[src/rtl/ysyx_22051013_clint_pkg.sv]
// Shared definitions for the core-local interruptor: register offsets inside
// the CLINT window, bus FSM state encoding and the byte-lane merge helper.
package ysyx_22051013_clint_pkg;

    // Offsets from BASE_ADDR (8-byte aligned, low three address bits ignored)
    localparam logic [15:0] CLINT_MSIP     = 16'h0000;
    localparam logic [15:0] CLINT_MTIMECMP = 16'h4000;
    localparam logic [15:0] CLINT_MTIME    = 16'hBFF8;

    // Bus FSM: accept a request in IDLE, present the response in RESP
    typedef enum logic {
        ST_IDLE = 1'b0,
        ST_RESP = 1'b1
    } clint_state_e;

    // Replace each byte of old_v whose enable bit is set with the write byte
    function automatic logic [63:0] merge_bytes(input logic [63:0] old_v,
                                                input logic [63:0] wdata,
                                                input logic [7:0]  wmask);
        logic [63:0] res;
        res = old_v;
        for (int i = 0; i < 8; i++) begin
            if (wmask[i]) begin
                res[8*i +: 8] = wdata[8*i +: 8];
            end
        end
        return res;
    endfunction

endpackage

[src/rtl/ysyx_22051013_clint_timer.sv]
// Machine timer: prescaler, mtime counter, mtimecmp register and the
// registered mtime >= mtimecmp comparison that drives the timer interrupt.
// A software write to mtime overrides the increment of the same cycle.
module ysyx_22051013_clint_timer
    import ysyx_22051013_clint_pkg::*;
#(
    parameter int unsigned TICK_DIV = 1
) (
    input  logic        clk,
    input  logic        rst,
    input  logic        cmp_we_i,
    input  logic        time_we_i,
    input  logic [63:0] wdata_i,
    input  logic [7:0]  wmask_i,
    output logic [63:0] mtime_o,
    output logic [63:0] mtimecmp_o,
    output logic        time_irq_o
);

    // Last prescaler value before a tick; TICK_DIV = 1 ticks every cycle
    localparam logic [15:0] DIV_LAST = 16'(TICK_DIV - 1);

    logic [15:0] presc_q, presc_d;
    logic [63:0] mtime_q, mtime_d;
    logic [63:0] cmp_q,   cmp_d;
    logic        irq_q;
    logic        tick;

    assign tick = (presc_q >= DIV_LAST);

    // Next-state: prescaler wrap/tick, mtime write-over-tick priority, mtimecmp merge
    always_comb begin
        presc_d = presc_q + 16'd1;
        mtime_d = mtime_q;
        cmp_d   = cmp_q;
        if (tick) begin
            presc_d = 16'd0;
            mtime_d = mtime_q + 64'd1;
        end
        if (time_we_i) begin
            mtime_d = merge_bytes(mtime_q, wdata_i, wmask_i);
        end
        if (cmp_we_i) begin
            cmp_d = merge_bytes(cmp_q, wdata_i, wmask_i);
        end
    end

    // Timer state registers; the interrupt samples the current register values
    always_ff @(posedge clk) begin
        if (rst) begin
            presc_q <= 16'd0;
            mtime_q <= 64'd0;
            cmp_q   <= 64'hFFFF_FFFF_FFFF_FFFF;
            irq_q   <= 1'b0;
        end else begin
            presc_q <= presc_d;
            mtime_q <= mtime_d;
            cmp_q   <= cmp_d;
            irq_q   <= (mtime_q >= cmp_q);
        end
    end

    assign mtime_o    = mtime_q;
    assign mtimecmp_o = cmp_q;
    assign time_irq_o = irq_q;

endmodule

[src/rtl/ysyx_22051013_clint.sv]
// Core-local interruptor top: address decode, two-state request/response bus
// FSM and the msip bit. The timer datapath lives in ysyx_22051013_clint_timer.
// Responses are fully registered, so nothing on req_* reaches resp_* in the
// same cycle.
module ysyx_22051013_clint
    import ysyx_22051013_clint_pkg::*;
#(
    parameter logic [63:0] BASE_ADDR = 64'h0000_0000_0200_0000,
    parameter int unsigned TICK_DIV  = 1
) (
    input  logic        clk,
    input  logic        rst,
    input  logic        req_valid,
    output logic        req_ready,
    input  logic        req_wen,
    input  logic [63:0] req_addr,
    input  logic [63:0] req_wdata,
    input  logic [7:0]  req_wmask,
    output logic        resp_valid,
    input  logic        resp_ready,
    output logic [63:0] resp_rdata,
    output logic        resp_err,
    output logic        time_interrupt,
    output logic        soft_interrupt
);

    clint_state_e state_q, state_d;
    logic [63:0]  rdata_q, rdata_d;
    logic         err_q,   err_d;
    logic         msip_q,  msip_d;

    logic [63:0]  mtime, mtimecmp;
    logic         time_irq;
    logic         cmp_we, time_we;

    logic         in_window;
    logic [15:0]  offset;
    logic         sel_msip, sel_cmp, sel_time, mapped;
    logic         addr_lo_unused;

    // Byte offset within the 64 KiB window; the byte-within-word bits are don't-care
    assign in_window      = (req_addr[63:16] == BASE_ADDR[63:16]);
    assign offset         = {req_addr[15:3], 3'b000};
    assign addr_lo_unused = ^req_addr[2:0];

    assign sel_msip = in_window && (offset == CLINT_MSIP);
    assign sel_cmp  = in_window && (offset == CLINT_MTIMECMP);
    assign sel_time = in_window && (offset == CLINT_MTIME);
    assign mapped   = sel_msip || sel_cmp || sel_time;

    // Bus FSM next-state plus the access performed at the request handshake
    always_comb begin
        state_d = state_q;
        rdata_d = rdata_q;
        err_d   = err_q;
        msip_d  = msip_q;
        cmp_we  = 1'b0;
        time_we = 1'b0;
        unique case (state_q)
            ST_IDLE: begin
                if (req_valid) begin
                    state_d = ST_RESP;
                    err_d   = !mapped;
                    rdata_d = 64'd0;
                    if (mapped && req_wen) begin
                        if (sel_msip && req_wmask[0]) begin
                            msip_d = req_wdata[0];
                        end
                        // An all-zero mask must not block the tick on mtime
                        cmp_we  = sel_cmp  && (req_wmask != 8'h00);
                        time_we = sel_time && (req_wmask != 8'h00);
                    end else if (mapped) begin
                        // Reads see register values before this edge's tick
                        if (sel_msip) begin
                            rdata_d = {63'd0, msip_q};
                        end else if (sel_cmp) begin
                            rdata_d = mtimecmp;
                        end else begin
                            rdata_d = mtime;
                        end
                    end
                end
            end
            ST_RESP: begin
                if (resp_ready) begin
                    state_d = ST_IDLE;
                end
            end
            default: begin
                state_d = ST_IDLE;
            end
        endcase
    end

    // FSM state, latched response and msip; reset drops any pending response
    always_ff @(posedge clk) begin
        if (rst) begin
            state_q <= ST_IDLE;
            rdata_q <= 64'd0;
            err_q   <= 1'b0;
            msip_q  <= 1'b0;
        end else begin
            state_q <= state_d;
            rdata_q <= rdata_d;
            err_q   <= err_d;
            msip_q  <= msip_d;
        end
    end

    ysyx_22051013_clint_timer #(
        .TICK_DIV(TICK_DIV)
    ) u_timer (
        .clk       (clk),
        .rst       (rst),
        .cmp_we_i  (cmp_we),
        .time_we_i (time_we),
        .wdata_i   (req_wdata),
        .wmask_i   (req_wmask),
        .mtime_o   (mtime),
        .mtimecmp_o(mtimecmp),
        .time_irq_o(time_irq)
    );

    assign req_ready      = (state_q == ST_IDLE);
    assign resp_valid     = (state_q == ST_RESP);
    assign resp_rdata     = rdata_q;
    assign resp_err       = err_q;
    assign time_interrupt = time_irq;
    assign soft_interrupt = msip_q;

endmodule

[config.mk]
export PLATFORM = sky130hd
export DESIGN_NAME = ysyx_22051013_clint
export DESIGN_NICKNAME = d
export VERILOG_FILES = /design/src/rtl/ysyx_22051013_clint_pkg.sv /design/src/rtl/ysyx_22051013_clint_timer.sv /design/src/rtl/ysyx_22051013_clint.sv
export SDC_FILE = /design/constraint.sdc
export NUM_CORES = 1
export LEC_CHECK = 0
export ABC_CLOCK_PERIOD_IN_PS = 6610
export CORE_MARGIN = 8
export CORE_UTILIZATION = 45
export CTS_CLUSTER_DIAMETER = 40
export DETAILED_ROUTE_END_ITERATION = 16
export PLACE_DENSITY = 0.75
export SYNTH_ARGS = -nofsm -noshare
export SYNTH_HDL_FRONTEND = slang
export SYNTH_HIERARCHICAL = 1
export SYNTH_SLANG_ARGS = --single-unit
[constraint.sdc]
create_clock -name clk -period 6.61 [get_ports clk]
set_clock_uncertainty 0.1 [all_clocks]
set_input_delay 0.9915 -clock clk [delete_from_list [all_inputs] [get_ports clk]]
set_output_delay 0.9915 -clock clk [all_outputs]
set_load 0.01 [all_outputs]
# Word level (Yosys, flattened, before mapping)
# Index checks and enable logic that the tools add are counted.
# word_totals
regBits	212
input_bits	141
output_inout_bits	69
elab_cells	93
# classes
addsub	2
order_cmp	2
n_eq_ne	11
mux	23
n_bitwise	1
n_reduce_logical	32
# op_table
op	n
$mux W64	6
$add A64 B1 Y64 const B	1
$ge A64 B64 Y1	1
$mux W8	8
$eq A48 B10 Y1 const B	1
$reduce_and A2 Y1	17
$add A16 B1 Y16 const B	1
$ge A16 B1 Y1 const B	1
$logic_not A16 Y1	1
$ne A2 B2 Y1 const B	8
$eq A13 B12 Y1 const B	1
$eq A13 B13 Y1 const B	1
$mux W1	8
$reduce_bool A8 Y1	1
$logic_and A1 B1 Y1	7
$reduce_and A4 Y1	1
$logic_or A1 B1 Y1	2
$pmux W1 S2	1
$reduce_bool A2 Y1	1
$reduce_or A2 Y1	1
$logic_not A1 Y1	1
$not A1 Y1	1

# Longest topological paths before layout
# logic_depth
ltp_word	10
ltp_mapped	13
ltp_nobuf	10

# Hierarchy
# The synthesis kept the hierarchy.
# modules_own_cells
mod	instances	cells_per_inst	area_each_um2	seq_area_each_um2
ysyx_22051013_clint_timer	1	965	7950.1	2582.5
ysyx_22051013_clint	1	335	3104.2	1341.3

# Worst setup path before layout
# No wires, ideal clock.
# synth_path
path_kind	in2reg
start	input req_addr[44]
end	register u_timer.mtime_q[22] (netlist: u_timer/mtime_o[22])
arrival_time_ps	3272
t_required_ps	6378
slack_ps	3106
cell_stages	12
n_path_buf	4
cell_sequence	nor4_2 > nand4_1 > nor3_2 > nand4_1 > nor2_1 > buf_2 > buf_1 > clkbuf_1 > buf_1 > nor2_1 > a22oi_1 > a21oi_1
# synth_via
elab_chain_len	10
# synth_lines
item	line	source
start, declared	ysyx_22051013_clint.sv:16	input logic [63:0] req_addr,
$eq A48 B10 Y1 *	ysyx_22051013_clint.sv:42	assign in_window = (req_addr[63:16] == BASE_ADDR[63:16]);
$logic_and A1 B1 Y1, on equally long branches	ysyx_22051013_clint.sv:46, ysyx_22051013_clint.sv:47	
$logic_or A1 B1 Y1 (2 in series)	ysyx_22051013_clint.sv:49	assign mapped = sel_msip || sel_cmp || sel_time;
$logic_and A1 B1 Y1	ysyx_22051013_clint.sv:65	if (mapped && req_wen) begin
$mux W1 *	ysyx_22051013_clint.sv:65	
$mux W1 *	ysyx_22051013_clint.sv:61	if (req_valid) begin
$mux W1 *	ysyx_22051013_clint.sv:59	unique case (state_q)
net time_we	ysyx_22051013_clint.sv:34	logic cmp_we, time_we;
$ne A2 B2 Y1 (no line) / $reduce_bool A2 Y1 (equally long branches)	--	
$reduce_and A2 Y1 (no line)	--	
end signal, assigned	ysyx_22051013_clint_timer.sv:57	mtime_q <= mtime_d;
end, declared	ysyx_22051013_clint_timer.sv:24	logic [63:0] mtime_q, mtime_d;
# Mark *: on every way through the listed nets, which the timed path passes. The rest lies on a longest branch.
# A chain may end at the register's enable or synchronous reset.

# Worst setup path after layout
# layout_path
start	input req_addr[52]
end	register u_timer.mtime_q[23] (netlist: u_timer/mtime_o[23])
# Same word-level chain as after synthesis.

==> impl_metrics.py <==
metrics = {
    "clock_tree": {
        "clock_path_buffers": 2,
        "cts_sinks": 196,
        "cts_resized": 0,
        "post_cts_buffers": 0,
        "cts_hold_buf": 0,
        "cts_buffers": 17,
        "cts_max_level": 4,
        "clockRootBuffer": "clkbuf_16",
        "cts_tree": "done",
        "clock_latency_ps": 430,
        "path_clk_slew_ps": 70,
    },
    "global_route": {
        "grt_pass1_wl_um": 54000,
        "grt.total_usage": 0.216,
        "grt_pass1_vias": 10500,
        "grt_overflow_total": 0,
        "grt_max_degree": 73,
        "antenna_found_initial": 0,
    },
    "synthesis": {
        "synthArstFlopShare": 0,
        "syn_avg_cell_area_um2": 8.50,
        "syn-cell-area_mm2": 0.0111,
        "yosys-top-cells-area": "dfxtp_1 35%, ha_1 7.4%, mux2i_1 7.3%, a211o_1 5.1%, nand2_1 5.0%",
        "ys.flop_type": "dfxtp_1",
        "syn_nets": 1506,
        "synth_seq_cells": 196,
        "yosysSeqAreaShare": 0.355,
        "ys_warn_count": 6,
        "synthCells": 1300,
        "synth_edf_count": 0,
        "ys_types": 71,
        "synth_top_area_cell": "dfxtp_1",
        "synth_top_area_share": 0.355,
    },
    "power_and_ir_drop": {
        "power.density_mw_per_mm2": 173,
        "p_leak_nw": 5.51,
        "fin_total_pwr_mw": 2.39,
        "peakVddDrop_mv": 0.124,
    },
    "placement": {
        "port_buffers": 206,
        "routabilityCongestion": 0.858,
        "dp_hpwl_um": 24300,
        "dp_cells": 1767,
    },
    "timing": {
        "slew_violations": 0,
        "hold_viol": 0,
        "fmax_mhz": 211,
        "setup-tns-final_ps": 0,
        "setup_violations": 0,
        "period_share": 0.716,
        "max_slew_margin": 0.307,
        "min_period_ps": 4740,
        "hold_slack_ps": 347,
        "worst_slew_pin_slew_ps": 1030,
        "grt_setup_unrepaired": "no",
    },
    "status": {
        "status": "finished, final reports clean",
    },
    "detailed_routing": {
        "drcViolationCount": 0,
        "viasPerCell": 5.94,
        "totalWireLength_um": 33200,
        "drtIter0Drc": 914,
        "drt-pass1-iter-count": 6,
        "avgRoutedWirePerCell_um": 18.5,
        "num_vias": 10700,
        "ant_nets": 0,
    },
    "floorplanning": {
        "die_h_um": 173,
        "coreArea_mm2": 0.0242,
        "io_pins": 210,
        "die_x_um": 173,
        "die_area_mm2": 0.0298,
        "start_util": 0.456,
        "std_cell_rows": 57,
    },
    "worst_setup_path": {
        "arrival_ps": 4990,
        "critPathCaptureType": "flip-flop",
        "path_class": "in2reg",
        "slowest_delay_ps": 810,
        "cp_cell_sequence": "clkdlybuf4s50_1 > nor4_2 > nand4_1 > nor3_2 > nand4_1 > nor2_4 > clkinv_1 > nand4_1 > mux2_2 > nor3_1",
        "crit_slowest_cell": "clkinv_1",
        "critPathMostFrequentCell": "nand4_1",
        "worstRegToRegCells": 7,
        "startpoint_type": "input port",
        "cp_max_fo": 25,
        "worstPathRequired_ps": 6860,
    },
    "worst_hold_path": {
        "worstHoldPathType": "reg2reg",
        "min_path_cells": 2,
    },
    "finish": {
        "layout_commonest_cell": "clkdlybuf4s50_1",
        "syn2layout_area_growth_pct": 24.9,
        "final_cell_mix": "205 x clkdlybuf4s50_1, 196 x dfxtp_1, 146 x nand2_1, 81 x mux2i_1, 73 x and3_1",
        "n_antenna_cell": 0,
        "layout-drive-gt1-share": 0.0522,
        "fin_nets": 1668,
        "instances_no_fill": 1799,
        "nFillCells": 2232,
        "final_util": 0.569,
    },
    "flow_run": {
        "maxCapViolations": 0,
    },
}
Yosys cell counts, types with 17 or more instances:
| cell | number |
|---|---|
| nor4_1 | 26 |
| nor2_1 | 61 |
| ha_1 | 65 |
| and3_1 | 73 |
| nor3_1 | 27 |
| a31oi_1 | 17 |
| nand4_1 | 36 |
| o21ai_0 | 38 |
| nand3_1 | 35 |
| a21oi_1 | 58 |
| o21ai_1 | 61 |
| inv_1 | 70 |
| nand2_1 | 146 |
| a211o_1 | 64 |
| dfxtp_1 | 196 |
| mux2i_1 | 81 |
| clkbuf_1 | 49 |
worst paths after layout:
kind | start | to | slack, ps
worst max-delay path | req_addr[52] | u_timer/mtime_o[23]$_SDFFE_PP0P_ | 1870
worst min-delay path | resp_rdata[12]$_SDFFE_PP0P_ | resp_rdata[12]$_SDFFE_PP0P_ | 350
worst min register to register | resp_rdata[12]$_SDFFE_PP0P_ | resp_rdata[12]$_SDFFE_PP0P_ | 350
worst max register to register | resp_valid$_SDFF_PP0_ | u_timer/mtime_o[23]$_SDFFE_PP0P_ | 3040
layout make-up:
class | count | area [um^2] | share of cell area
Clock buffer | 18 | 439 | 0.0318
Clock inverter | 14 | 143 | 0.0103
Inverter | 71 | 267 | 0.0193
Multi-Input combinational cell | 961 | 6500 | 0.471
Sequential cell | 196 | 3920 | 0.284
Tap cell | 324 | 405 | 0.0294
Timing Repair Buffer | 215 | 2130 | 0.154
sequential cells by signal, summed over array words and instances (netlist names):
register	count
resp_err	1
resp_rdata	64
resp_valid	1
soft_interrupt	1
u_timer/mtime_o	64
u_timer/mtimecmp_o	64
u_timer/time_irq_o	1
metal layers:
layer  global-route usage  routed length (um)  up-vias
li1                     -                   -     5141
met4               0.0683                 651        0
met5                    0                   0        -
met1                0.274               14500     5041
met3               0.0592                2750       56
met2                0.350               15300      448
worst max-delay path, delay by kind of cell:
kind / cells / cell delay (ps)
AND/OR/NAND/NOR: 7 / 2390
buffers and inverters: 2 / 1220
multiplexers: 1 / 370
report_power, final:
| group | switching, mW | internal [mW] |
|---|---|---|
| Clock | 0.492 | 0.542 |
| Sequential | 0.00517 | 1.18 |
| Combinational | 0.0735 | 0.0914 |
stage by stage:
stage	setup WS, ps	cell area [um^2]
after floorplan	3110	11100
after global placement	1500	13200
after detailed placement	1410	13200
after CTS	1850	13800
after global routing	1600	13800
final	1870	13800
kinds of logic after synthesis:
| logic type | count (synthesis) | share of synthesized area |
|---|---|---|
| compound gates | 315 | 0.187 |
| xor+xnor | 15 | 0.0119 |
| fa+ha+maj | 65 | 0.0736 |
| buf+inv | 143 | 0.0598 |
| flops | 196 | 0.355 |
| mux | 85 | 0.0774 |
| simple gates | 481 | 0.236 |
Note: power is estimated with default switching activity, not from simulation.
